## src/rtl/regfile_access_arbiter.sv

```systemverilog
// Round-robin arbiter sharing one register file among NUM_REQ requesters.
// One access per cycle; read data is registered and returned next cycle.
module regfile_access_arbiter #(
  parameter int word_width = 32,
  parameter int length = 128,
  parameter int NUM_REQ = 4,
  localparam int AW = $clog2(length),
  localparam int IW = $clog2(NUM_REQ)
) (
  input  logic                          clk,
  input  logic                          reset,
  input  logic                          enable,
  input  logic [NUM_REQ-1:0]            req_valid,
  input  logic [NUM_REQ-1:0]            req_write,
  input  logic [NUM_REQ*AW-1:0]         req_addr,
  input  logic [NUM_REQ*word_width-1:0] req_wdata,
  output logic [NUM_REQ-1:0]            req_ready,
  output logic [NUM_REQ-1:0]            rsp_valid,
  output logic [word_width-1:0]         rsp_rdata,
  output logic                          rf_write,
  output logic [AW-1:0]                 rf_write_addres,
  output logic [word_width-1:0]         rf_in_data,
  output logic                          rf_read,
  output logic [AW-1:0]                 rf_read_addres,
  input  logic [word_width-1:0]         rf_out_data
);

  logic [IW-1:0]         last_grant_q, last_grant_d;
  logic [NUM_REQ-1:0]    rsp_valid_q, rsp_valid_d;
  logic [word_width-1:0] rsp_rdata_q, rsp_rdata_d;

  logic                  gnt_found;
  logic [IW-1:0]         gnt_idx;
  logic [IW-1:0]         cand;
  logic                  grant;
  logic                  gnt_write;
  logic [AW-1:0]         gnt_addr;
  logic [word_width-1:0] gnt_wdata;

  // Search valid requesters starting one past the last winner, wrapping.
  always_comb begin
    gnt_found = 1'b0;
    gnt_idx   = '0;
    cand      = '0;
    for (int k = 1; k <= NUM_REQ; k++) begin
      cand = IW'((int'(last_grant_q) + k) % NUM_REQ);
      if (!gnt_found && req_valid[cand]) begin
        gnt_found = 1'b1;
        gnt_idx   = cand;
      end
    end
  end

  assign grant     = gnt_found & enable & ~reset;
  assign gnt_write = req_write[gnt_idx];
  assign gnt_addr  = req_addr[gnt_idx*AW +: AW];
  assign gnt_wdata = req_wdata[gnt_idx*word_width +: word_width];

  // Drive the one-hot grant and the register file ports.
  always_comb begin
    req_ready       = '0;
    rf_write        = 1'b0;
    rf_write_addres = '0;
    rf_in_data      = '0;
    rf_read         = 1'b0;
    rf_read_addres  = '0;
    if (grant) begin
      req_ready[gnt_idx] = 1'b1;
      if (gnt_write) begin
        rf_write        = 1'b1;
        rf_write_addres = gnt_addr;
        rf_in_data      = gnt_wdata;
      end else begin
        rf_read        = 1'b1;
        rf_read_addres = gnt_addr;
      end
    end
  end

  // Next pointer and read response; a granted read captures data now.
  always_comb begin
    last_grant_d = last_grant_q;
    rsp_valid_d  = '0;
    rsp_rdata_d  = rsp_rdata_q;
    if (grant) begin
      last_grant_d = gnt_idx;
      if (!gnt_write) begin
        rsp_valid_d = req_ready;
        rsp_rdata_d = rf_out_data;
      end
    end
  end

  // State registers; reset points the search so requester 0 goes first.
  always_ff @(posedge clk or posedge reset) begin
    if (reset) begin
      last_grant_q <= IW'(NUM_REQ - 1);
      rsp_valid_q  <= '0;
      rsp_rdata_q  <= '0;
    end else begin
      last_grant_q <= last_grant_d;
      rsp_valid_q  <= rsp_valid_d;
      rsp_rdata_q  <= rsp_rdata_d;
    end
  end

  assign rsp_valid = rsp_valid_q;
  assign rsp_rdata = rsp_rdata_q;

endmodule
```

## config.mk

```make
export PLATFORM = sky130hd
export DESIGN_NAME = regfile_access_arbiter
export DESIGN_NICKNAME = d
export VERILOG_FILES = /design/src/rtl/regfile_access_arbiter.sv
export SDC_FILE = /design/constraint.sdc
export NUM_CORES = 1
export LEC_CHECK = 0
export BUFFER_PORTS_ARGS = -buffer_cell sky130_fd_sc_hd__buf_2
export CAP_MARGIN = 20
export CORE_MARGIN = 10
export CORE_UTILIZATION = 35
export CTS_BUF_LIST = sky130_fd_sc_hd__clkbuf_2
export DETAILED_ROUTE_END_ITERATION = 7
export PLACE_DENSITY = 0.76
export SLEW_MARGIN = 40
export SYNTH_ARGS = -nofsm -noshare
export SYNTH_HDL_FRONTEND = slang
export SYNTH_SLANG_ARGS = --single-unit
```

## constraint.sdc

```tcl
create_clock -name clk -period 3.7 [get_ports clk]
set_input_delay 0.555 -clock clk [delete_from_list [all_inputs] [get_ports clk]]
set_output_delay 0.555 -clock clk [all_outputs]
set_load 0.03 [all_outputs]
```

==> impl_metrics.yaml, run 1 <==
cts:
  ctsHtreeMaxLevel: 2
  cts_resized: 0
  postCtsSetupRepairBufs: 0
  clockBufferDepth: 2
  cts_tree: "built"
  clock-sinks: 38
  clk_pin_slew_ns: 0.19
  holdBufCountCts: 0
  clk_latency_ns: 0.36
  cts_root_buf: "clkbuf_2"
  cts_buffers: 5
timing:
  post-route-period-util_pct: 92.9
  fmax_ghz: 0.291
  slew_viol_final: 0
  fin_worst_skew_ns: 0.0156
  timing.final.crit_period_ns: 3.44
  grt_setup_unrepaired: "no"
  max_slew_margin_pct: 59.6
  fin_tns_setup_ns: 0
  hold_viol: 0
  setup_viol: 0
  worst_slew_pin_slew_ns: 0.606
yosys:
  netlist_instances: 295
  synth-seq-cells: 38
  synth.avg_cell_area_um2: 10.9
  synth-main-ff-cell: "dfrtp_1"
  syn-cell-area_mm2: 0.00320
  ys_types: 32
  ys.warnings.count: 0
  ys_seq_area_share_pct: 29.8
  syn-num-nets: 494
  synth-edff-count: 0
  async_flop_share_pct: 100
drt:
  final_antenna_net_count: 0
  wl_um: 13100
  dr.pass1.iters: 4
  via_per_inst: 4.89
  vias: 3333
  first_iter_violations: 114
  drc: 0
  wl_per_cell_um: 19.2
min_path:
  hold_path.class: "in -> async"
placed_design:
  portBuffers: 286
  dp.final_hpwl_um: 11400
  place_inst: 674
  gp_congestion: 0.880
floorplanning:
  num_rows: 34
  fp.dieH_um: 116
  num_io_pins: 287
  initial_utilization_pct: 36.4
  die_w_um: 116
  core_mm2: 0.00881
  fp.dieArea_mm2: 0.0134
cells_and_area:
  final_cells: 682
  layout.nets: 772
  drive_above_1_share_pct: 68.3
  num_antenna_cells: 0
  final_cell_mix: "286 x buf_2, 53 x nor2_1, 48 x mux2i_1, 39 x mux2_2, 36 x dfrtp_1"
  layout_commonest_cell: "buf_2"
  final_core_util_pct: 54.2
  area.growth.synth_to_final_pct: 49.1
  n_fill_cell: 780
worst_setup_path:
  end_kind: "output port"
  crit_fanout: 25
  cp.arrival_ns: 2.88
  worstPathRequired_ns: 3.14
  critPathKind: "reg -> out"
  critical_path.startpoint_type: "flop"
grt:
  antenna_found_initial: 1
  grt_usage_pct: 18.1
  grt_pass1_wl_um: 19400
  grt_pass1_vias: 3591
  grt_max_degree: 65
  grt-ovfl-total: 0
pwr:
  powerDensity_mw_per_mm2: 551
  power_leakage_uw: 0.00273
  ir_drop_v: 0.000237
flow_run:
  drv_cap: 0
run_status:
  status: "finished, final reports clean"
-- per-layer routing --
layer / GRT usage (%) / share of wire (%) / up-vias
met2: 33.4 / 51 / 177
met4: 5.75 / 2.3 / 2
met3: 7.24 / 11 / 22
li1: - / - / 1633
met5: 0 / 0.099 / -
met1: 18.4 / 35 / 1499
-- logic make-up after synthesis --
family | synth area share (%)
AOI/OAI and AO/OA | 11.0
buffers and inverters | 4.88
DFF | 29.8
muxes | 43.7
and+or+nand+nor | 10.7
-- cell type report --
cell class,count,area (um^2),share of cell area [%]
tap,108,135,2.83
timing repair buffer,296,1530,32.1
sequential,38,953,20.0
multi-input combinational,227,2090,43.9
clock buffer,5,25.0,0.524
clock inverter,3,16.3,0.341
inverter,5,18.8,0.393
-- Yosys cell counts (all sizes together) (2+ instances only) --
library cell   n  share of area [%]
mux2          71                 29
nor2          53                6.2
mux2i         48                 15
dfrtp         36                 28
a211oi        33                8.1
buf           15                3.1
clkbuf        10                1.2
inv            5               0.59
nor3           5                1.8
nand2b         3               0.66
a21oi          2               0.43
dfstp          2                1.6
o21ai          2               0.43
-- through the flow --
stage / instance area (um^2) / power (uW) / setup slack (ns) / hold slack (ns)
floorplan: 3200 / 1980 / 0.0763 / 0.496
global placement: 4730 / 2450 / 0.652 / 0.484
detailed placement: 4730 / 2480 / 0.563 / 0.487
CTS: 4770 / 2670 / 0.193 / 0.326
global route: 4770 / 2800 / 0.00770 / 0.335
finish: 4770 / 2630 / 0.262 / 0.344
-- registers in the layout, indices dropped and copies added, names as in the netlist --
| register | cells |
|---|---|
| rsp_rdata | 32 |
| last_grant_q | 2 |
| rsp_valid | 4 |
-- worst paths after layout --
| kind | cells past startpoint | slack (ns) | end | start |
|---|---|---|---|---|
| max in group asynchronous | 3 | 3.05 | last_grant_q[1]$_DFFE_PP1P_ | reset |
| min reg2reg | 1 | 0.53 | rsp_rdata[28]$_DFFE_PP0P_ | rsp_rdata[28]$_DFFE_PP0P_ |
| min in group clk | 2 | 0.36 | rsp_valid[0]$_DFF_PP0_ | req_write[0] |
| min | 3 | 0.34 | rsp_rdata[9]$_DFFE_PP0P_ | reset |
| max reg2reg | 7 | 1.17 | rsp_rdata[10]$_DFFE_PP0P_ | last_grant_q[1]$_DFFE_PP1P_ |
| max | 8 | 0.26 | rf_in_data[6] | last_grant_q[0]$_DFFE_PP1P_ |
-- power by group --
group / switching (uW) / leakage (uW) / total (uW) / internal, uW
Combinational: 1020 / 0.00225 / 1760 / 742
Sequential: 104 / 0.000456 / 705 / 601
Clock: 128 / 0.0000264 / 171 / 43.2
Total: 1250 / 0.00273 / 2630 / 1390
-- critical path, cell delays in order, from the launching register on --
cell and delay, ns:
dfstp_2 0.60, nand2b_2 0.18, o21ai_2 0.10, a211oi_4 0.43, buf_4 0.41, mux2_2 0.23, nor2_1 0.05, a211oi_1 0.29
buf_2 0.25
No activity file was read; power rests on OpenSTA's default activity.
==> run 2, diff against run 1 <==
Settings changed: CORE_ASPECT_RATIO set to 0.9, HOLD_SLACK_MARGIN set to 0.12.
==> run 2 against run 1 <==
Combinational power hardly changed; global-route usage is 1.5 points higher; count of clock-buffer cells in the layout stayed put; first-iteration DRC count is 68% higher; routed wire length is 5.8% higher; sequential power is 2% higher; register-to-register slack worse by 0.36 ns; highest routed layer unchanged.
==> impl_metrics.yaml, run 2 (synthesis results as in run 1) <==
drt:
  final_antenna_net_count: 0
  dr.pass1.iters: 4
  wl_per_cell_um: 19.9
  drc: 0
  first_iter_violations: 192
  wl_um: 13900
  via_per_inst: 4.90
  vias: 3417
worst_setup_path:
  critPathMaxStageDelay_ns: 0.60
  critical_path.startpoint_type: "flop"
  cp.arrival_ns: 2.79
  critPathKind: "reg -> out"
  cpMaxStageDelayCell: "dfstp_2"
  worstPathRequired_ns: 3.14
  crit_chain: "nand2b_2 -> o21ai_2 -> a211oi_4 -> buf_4 -> buf_12 -> mux2_2 -> nor2_1 -> a211oi_1 -> buf_2"
  crit_fanout: 47
  r2r_cells: 8
  end_kind: "output port"
cts:
  ctsHtreeMaxLevel: 2
  clk_latency_ns: 0.38
  cts_resized: 0
  clk_pin_slew_ns: 0.18
  holdBufCountCts: 0
  cts_root_buf: "clkbuf_2"
  cts_tree: "built"
  clock-sinks: 38
  clockBufferDepth: 2
  cts_buffers: 5
  postCtsSetupRepairBufs: 0
cells_and_area:
  multiInputGateArea_mm2: 0.00209
  layout.nets: 772
  design_area_mm2: 0.00479
  final_cells: 697
  final_cell_mix: "286 x buf_2, 53 x nor2_1, 48 x mux2i_1, 39 x mux2_2, 36 x dfrtp_1"
  drive_above_1_share_pct: 68.3
  layout_commonest_cell: "buf_2"
  area.growth.synth_to_final_pct: 49.7
  regArea_um2: 953
  largest_reg_flops: 32
  n_fill_cell: 865
pwr:
  power.internal_uw: 1390
  powerDensity_mw_per_mm2: 555
  power_frac_comb_pct: 66.2
  power_leakage_uw: 0.00273
  ir_drop_v: 0.000356
  p_clk_share_pct: 6.7
  switching_share_pct: 47.8
  p_switching_uw: 1270
  p_seq_share_pct: 27.1
placed_design:
  gp_congestion: 0.871
  portBuffers: 286
  dp.final_hpwl_um: 12000
  place_inst: 688
  postPlaceCellArea_mm2: 0.00475
timing:
  slew_viol_final: 0
  timing.final.crit_period_ns: 3.34
  fmax_ghz: 0.299
  grt_setup_unrepaired: "no"
  hold_viol: 0
  worst_slew_pin_slew_ns: 0.597
  max_slew_margin_pct: 60.2
  fin_worst_skew_ns: 0.00911
  fin_tns_setup_ns: 0
  post-route-period-util_pct: 90.3
  setup_viol: 0
grt:
  grt_pass1_wl_um: 21100
  grt-ovfl-total: 0
  antenna_found_initial: 2
  grt_usage_pct: 19.6
  grt_max_degree: 65
  grt_pass1_vias: 3768
min_path:
  hold_depth: 2
  hold_path.class: "in -> reg"
floorplanning:
  fp.dieArea_mm2: 0.0134
  fp.dieH_um: 111
  num_io_pins: 287
  core_mm2: 0.00900
  initial_utilization_pct: 35.6
  num_rows: 33
  die_w_um: 121
flow_run:
  drv_cap: 0
run_status:
  status: "finished, final reports clean"
[run 2: cell count changes in the layout (fill, tap and decap cells not counted), sizes merged]
| cell | before | now |
|---|---|---|
| diode | 0 | 1 |
[run 2: area by class of cell]
cell class | instances | share of cell area [%]
Multi-Input combinational cell | 227 | 43.7
Timing Repair Buffer | 296 | 31.9
Sequential cell | 38 | 19.9
Tap cell | 122 | 3.18
Clock buffer | 5 | 0.522
Inverter | 5 | 0.391
Clock inverter | 3 | 0.339
Antenna cell | 1 | 0.0522
[run 2: critical path, delay by kind of cell, from the launching register on]
| kind | cells | cell delay, ns |
|---|---|---|
| compound gates | 3 | 0.62 |
| buf+inv | 3 | 0.73 |
| flops | 1 | 0.60 |
| mux | 1 | 0.21 |
| simple gates | 2 | 0.22 |
[run 2: through the flow]
stage	hold slack [ns]	setup WS, ns	power, uW	util (%)
after global placement	0.492	0.678	2460	52.8
after CTS	0.339	0.299	2690	53.2
after global routing	0.320	0.149	2820	53.3
after floorplan	0.496	0.0763	1980	-
after detailed placement	0.492	0.584	2510	52.8
final	0.361	0.357	2660	53.3
[run 2: routing by layer]
layer  global-route usage [%]  part of all wire [%]  vias up
met5                        0                 0.094        -
met4                     6.19                   2.6        2
met3                     8.45                    10       22
met2                     35.8                    52      180
met1                     19.3                    35     1578
li1                         -                     -     1635
[run 2: power groups by stage]
stage / logic, uW / clock network, uW / registers (uW)
6_report: 1760 / 178 / 721
5_1_grt: 1880 / 203 / 741
4_1_cts: 1780 / 185 / 720
2_1_floorplan: 913 / 0 / 1070
3_5_place_dp: 1780 / 0 / 729
3_3_place_gp: 1740 / 0 / 718
[run 2: path summary, 6_finish.rpt]
| kind | from | end | slack [ns] |
|---|---|---|---|
| worst max-delay path | last_grant_q[0]$_DFFE_PP1P_ | rf_in_data[6] | 0.36 |
| min in group asynchronous | reset | rsp_rdata[30]$_DFFE_PP0P_ | 0.38 |
| worst min register to register | rsp_rdata[27]$_DFFE_PP0P_ | rsp_rdata[27]$_DFFE_PP0P_ | 0.53 |
| worst max register to register | last_grant_q[1]$_DFFE_PP1P_ | rsp_rdata[27]$_DFFE_PP0P_ | 0.81 |
| max in group asynchronous | reset | last_grant_q[1]$_DFFE_PP1P_ | 2.97 |
| worst min-delay path | req_write[2] | rsp_valid[2]$_DFF_PP0_ | 0.36 |
==> run 3, diff against run 2 <==
Settings changed: ABC_CLOCK_PERIOD_IN_PS set to 3700, PLACE_DENSITY 0.76 to 0.78, REMOVE_ABC_BUFFERS set to 1.
==> run 3 against run 2 <==
Clock skew up 0.0056 ns; die area did not move; routed wire length decreased by 1.6%; hold slack worse by 0.0072 ns; combinational power hardly changed; clock power decreased by 7%; sequential share of layout area shrank 0.15 points; sequential power decreased by 2%; register-to-register slack better by 0.14 ns; design area increased by 0.76%; total power up 0.16%; critical path type unchanged; largest cell class unchanged; largest power group unchanged; highest routed layer unchanged.
==> impl_metrics.yaml, run 3 (synthesis results as in run 1) <==
run_status:
  status: "finished, final reports clean"
drt:
  vias: 3473
  wl_um: 13600
  first_iter_violations: 112
  wl_per_cell_um: 19.5
  dr.pass1.iters: 4
  drc: 0
  via_per_inst: 4.95
  final_antenna_net_count: 0
cells_and_area:
  drive_above_1_share_pct: 68.7
  final_cell_mix: "286 x buf_2, 53 x nor2_1, 48 x mux2i_1, 39 x mux2_2, 36 x dfrtp_1"
  design_area_mm2: 0.00483
  n_fill_cell: 819
  layout.nets: 778
  regArea_um2: 953
  layout_commonest_cell: "buf_2"
  final_core_util_pct: 53.7
  num_antenna_cells: 0
  largest_reg_flops: 32
  area.growth.synth_to_final_pct: 50.8
  multiInputGateArea_mm2: 0.00209
floorplanning:
  die_w_um: 121
  num_rows: 33
  fp.dieH_um: 111
  core_mm2: 0.00900
  num_io_pins: 287
  fp.dieArea_mm2: 0.0134
  initial_utilization_pct: 35.6
grt:
  grt_pass1_wl_um: 20700
  grt-ovfl-total: 0
  antenna_found_initial: 1
  grt_usage_pct: 19.0
  grt_pass1_vias: 3789
  grt_max_degree: 65
timing:
  hold_viol: 0
  grt_setup_unrepaired: "no"
  fin_ws_ns: 0.317
  worst_slew_pin_slew_ns: 0.620
  fin_worst_skew_ns: 0.0147
  timing.final.crit_period_ns: 3.38
  max_slew_margin_pct: 58.6
  slew_viol_final: 0
  post-route-period-util_pct: 91.4
  setup_viol: 0
  fmax_ghz: 0.296
worst_setup_path:
  end_kind: "output port"
  cp.arrival_ns: 2.83
  crit_fanout: 31
  worstPathRequired_ns: 3.14
  critPathKind: "reg -> out"
  critical_path.startpoint_type: "flop"
cts:
  clock-sinks: 38
  holdBufCountCts: 0
  clockBufferDepth: 2
  clk_latency_ns: 0.37
  clk_pin_slew_ns: 0.18
  ctsHtreeMaxLevel: 2
  cts_resized: 0
  cts_tree: "built"
  cts_buffers: 5
  postCtsSetupRepairBufs: 0
  cts_root_buf: "clkbuf_2"
placed_design:
  pre_cts_ws_ns: 0.515
  portBuffers: 286
  postPlaceCellArea_mm2: 0.00477
  dp.final_hpwl_um: 11900
  gp_congestion: 0.896
flow_run:
  drv_cap: 0
pwr:
  ir_drop_v: 0.000346
  powerDensity_mw_per_mm2: 552
  power_leakage_uw: 0.00276
  power_uw: 2660
min_path:
  hold_path.class: "in -> async"
run 3: changes by cell type in the layout (fill, tap and decap cells not counted):
cell	change
clkinv_2	+1
clkinv_1	-1
diode_2	-1
buf_4	+6
clkinvlp_4	-1
run 3: final timing paths:
kind,from,end,slack [ns],cells past startpoint
max,last_grant_q[0]$_DFFE_PP1P_,rf_in_data[9],0.32,9
min,reset,rsp_rdata[13]$_DFFE_PP0P_,0.35,3
max reg2reg,last_grant_q[0]$_DFFE_PP1P_,rsp_rdata[9]$_DFFE_PP0P_,0.95,8
min reg2reg,rsp_rdata[27]$_DFFE_PP0P_,rsp_rdata[27]$_DFFE_PP0P_,0.52,1
max in group asynchronous,reset,rsp_rdata[0]$_DFFE_PP0P_,3.01,3
min in group clk,req_write[0],rsp_valid[0]$_DFF_PP0_,0.36,2
run 3: through the flow:
| step | TNS [ns] | instances | hold slack [ns] |
|---|---|---|---|
| after floorplan | -125.07 | 270 | 0.496 |
| after global placement | 0 | 691 | 0.484 |
| after detailed placement | 0 | 691 | 0.486 |
| after CTS | 0 | 698 | 0.329 |
| after global routing | 0 | 701 | 0.321 |
| final | 0 | 701 | 0.354 |
run 3: worst max-delay path, cell delays in order, from the launching register on:
cell and delay, ns:
dfstp_2 0.60, nand2b_2 0.17, o21ai_2 0.09, a211oi_4 0.35, buf_12 0.26, buf_12 0.23, mux2_2 0.35, nor2_1 0.11
a211oi_1 0.07, buf_2 0.22
run 3: final cells by class:
type,instances,area share (%)
Inverter,5,0.389
Multi-Input combinational cell,227,43.4
Clock inverter,2,0.207
Sequential cell,38,19.7
Timing Repair Buffer,302,32.6
Clock buffer,5,0.518
Tap cell,122,3.16
run 3: power breakdown:
part	internal, uW	switching [uW]	leakage (uW)	total, uW
logic	762	1030	0.00228	1790
clock network	41.0	124	0.0000286	165
registers	601	106	0.000456	707
total	1400	1260	0.00276	2660
run 3: routing by layer:
| layer | vias up | track usage [%] | part of all wire, % |
|---|---|---|---|
| met5 | - | 0 | 0.095 |
| met4 | 2 | 5.06 | 1.5 |
| met3 | 19 | 8.25 | 12 |
| met2 | 182 | 35.7 | 53 |
| met1 | 1625 | 18.2 | 34 |
| li1 | 1645 | - | - |
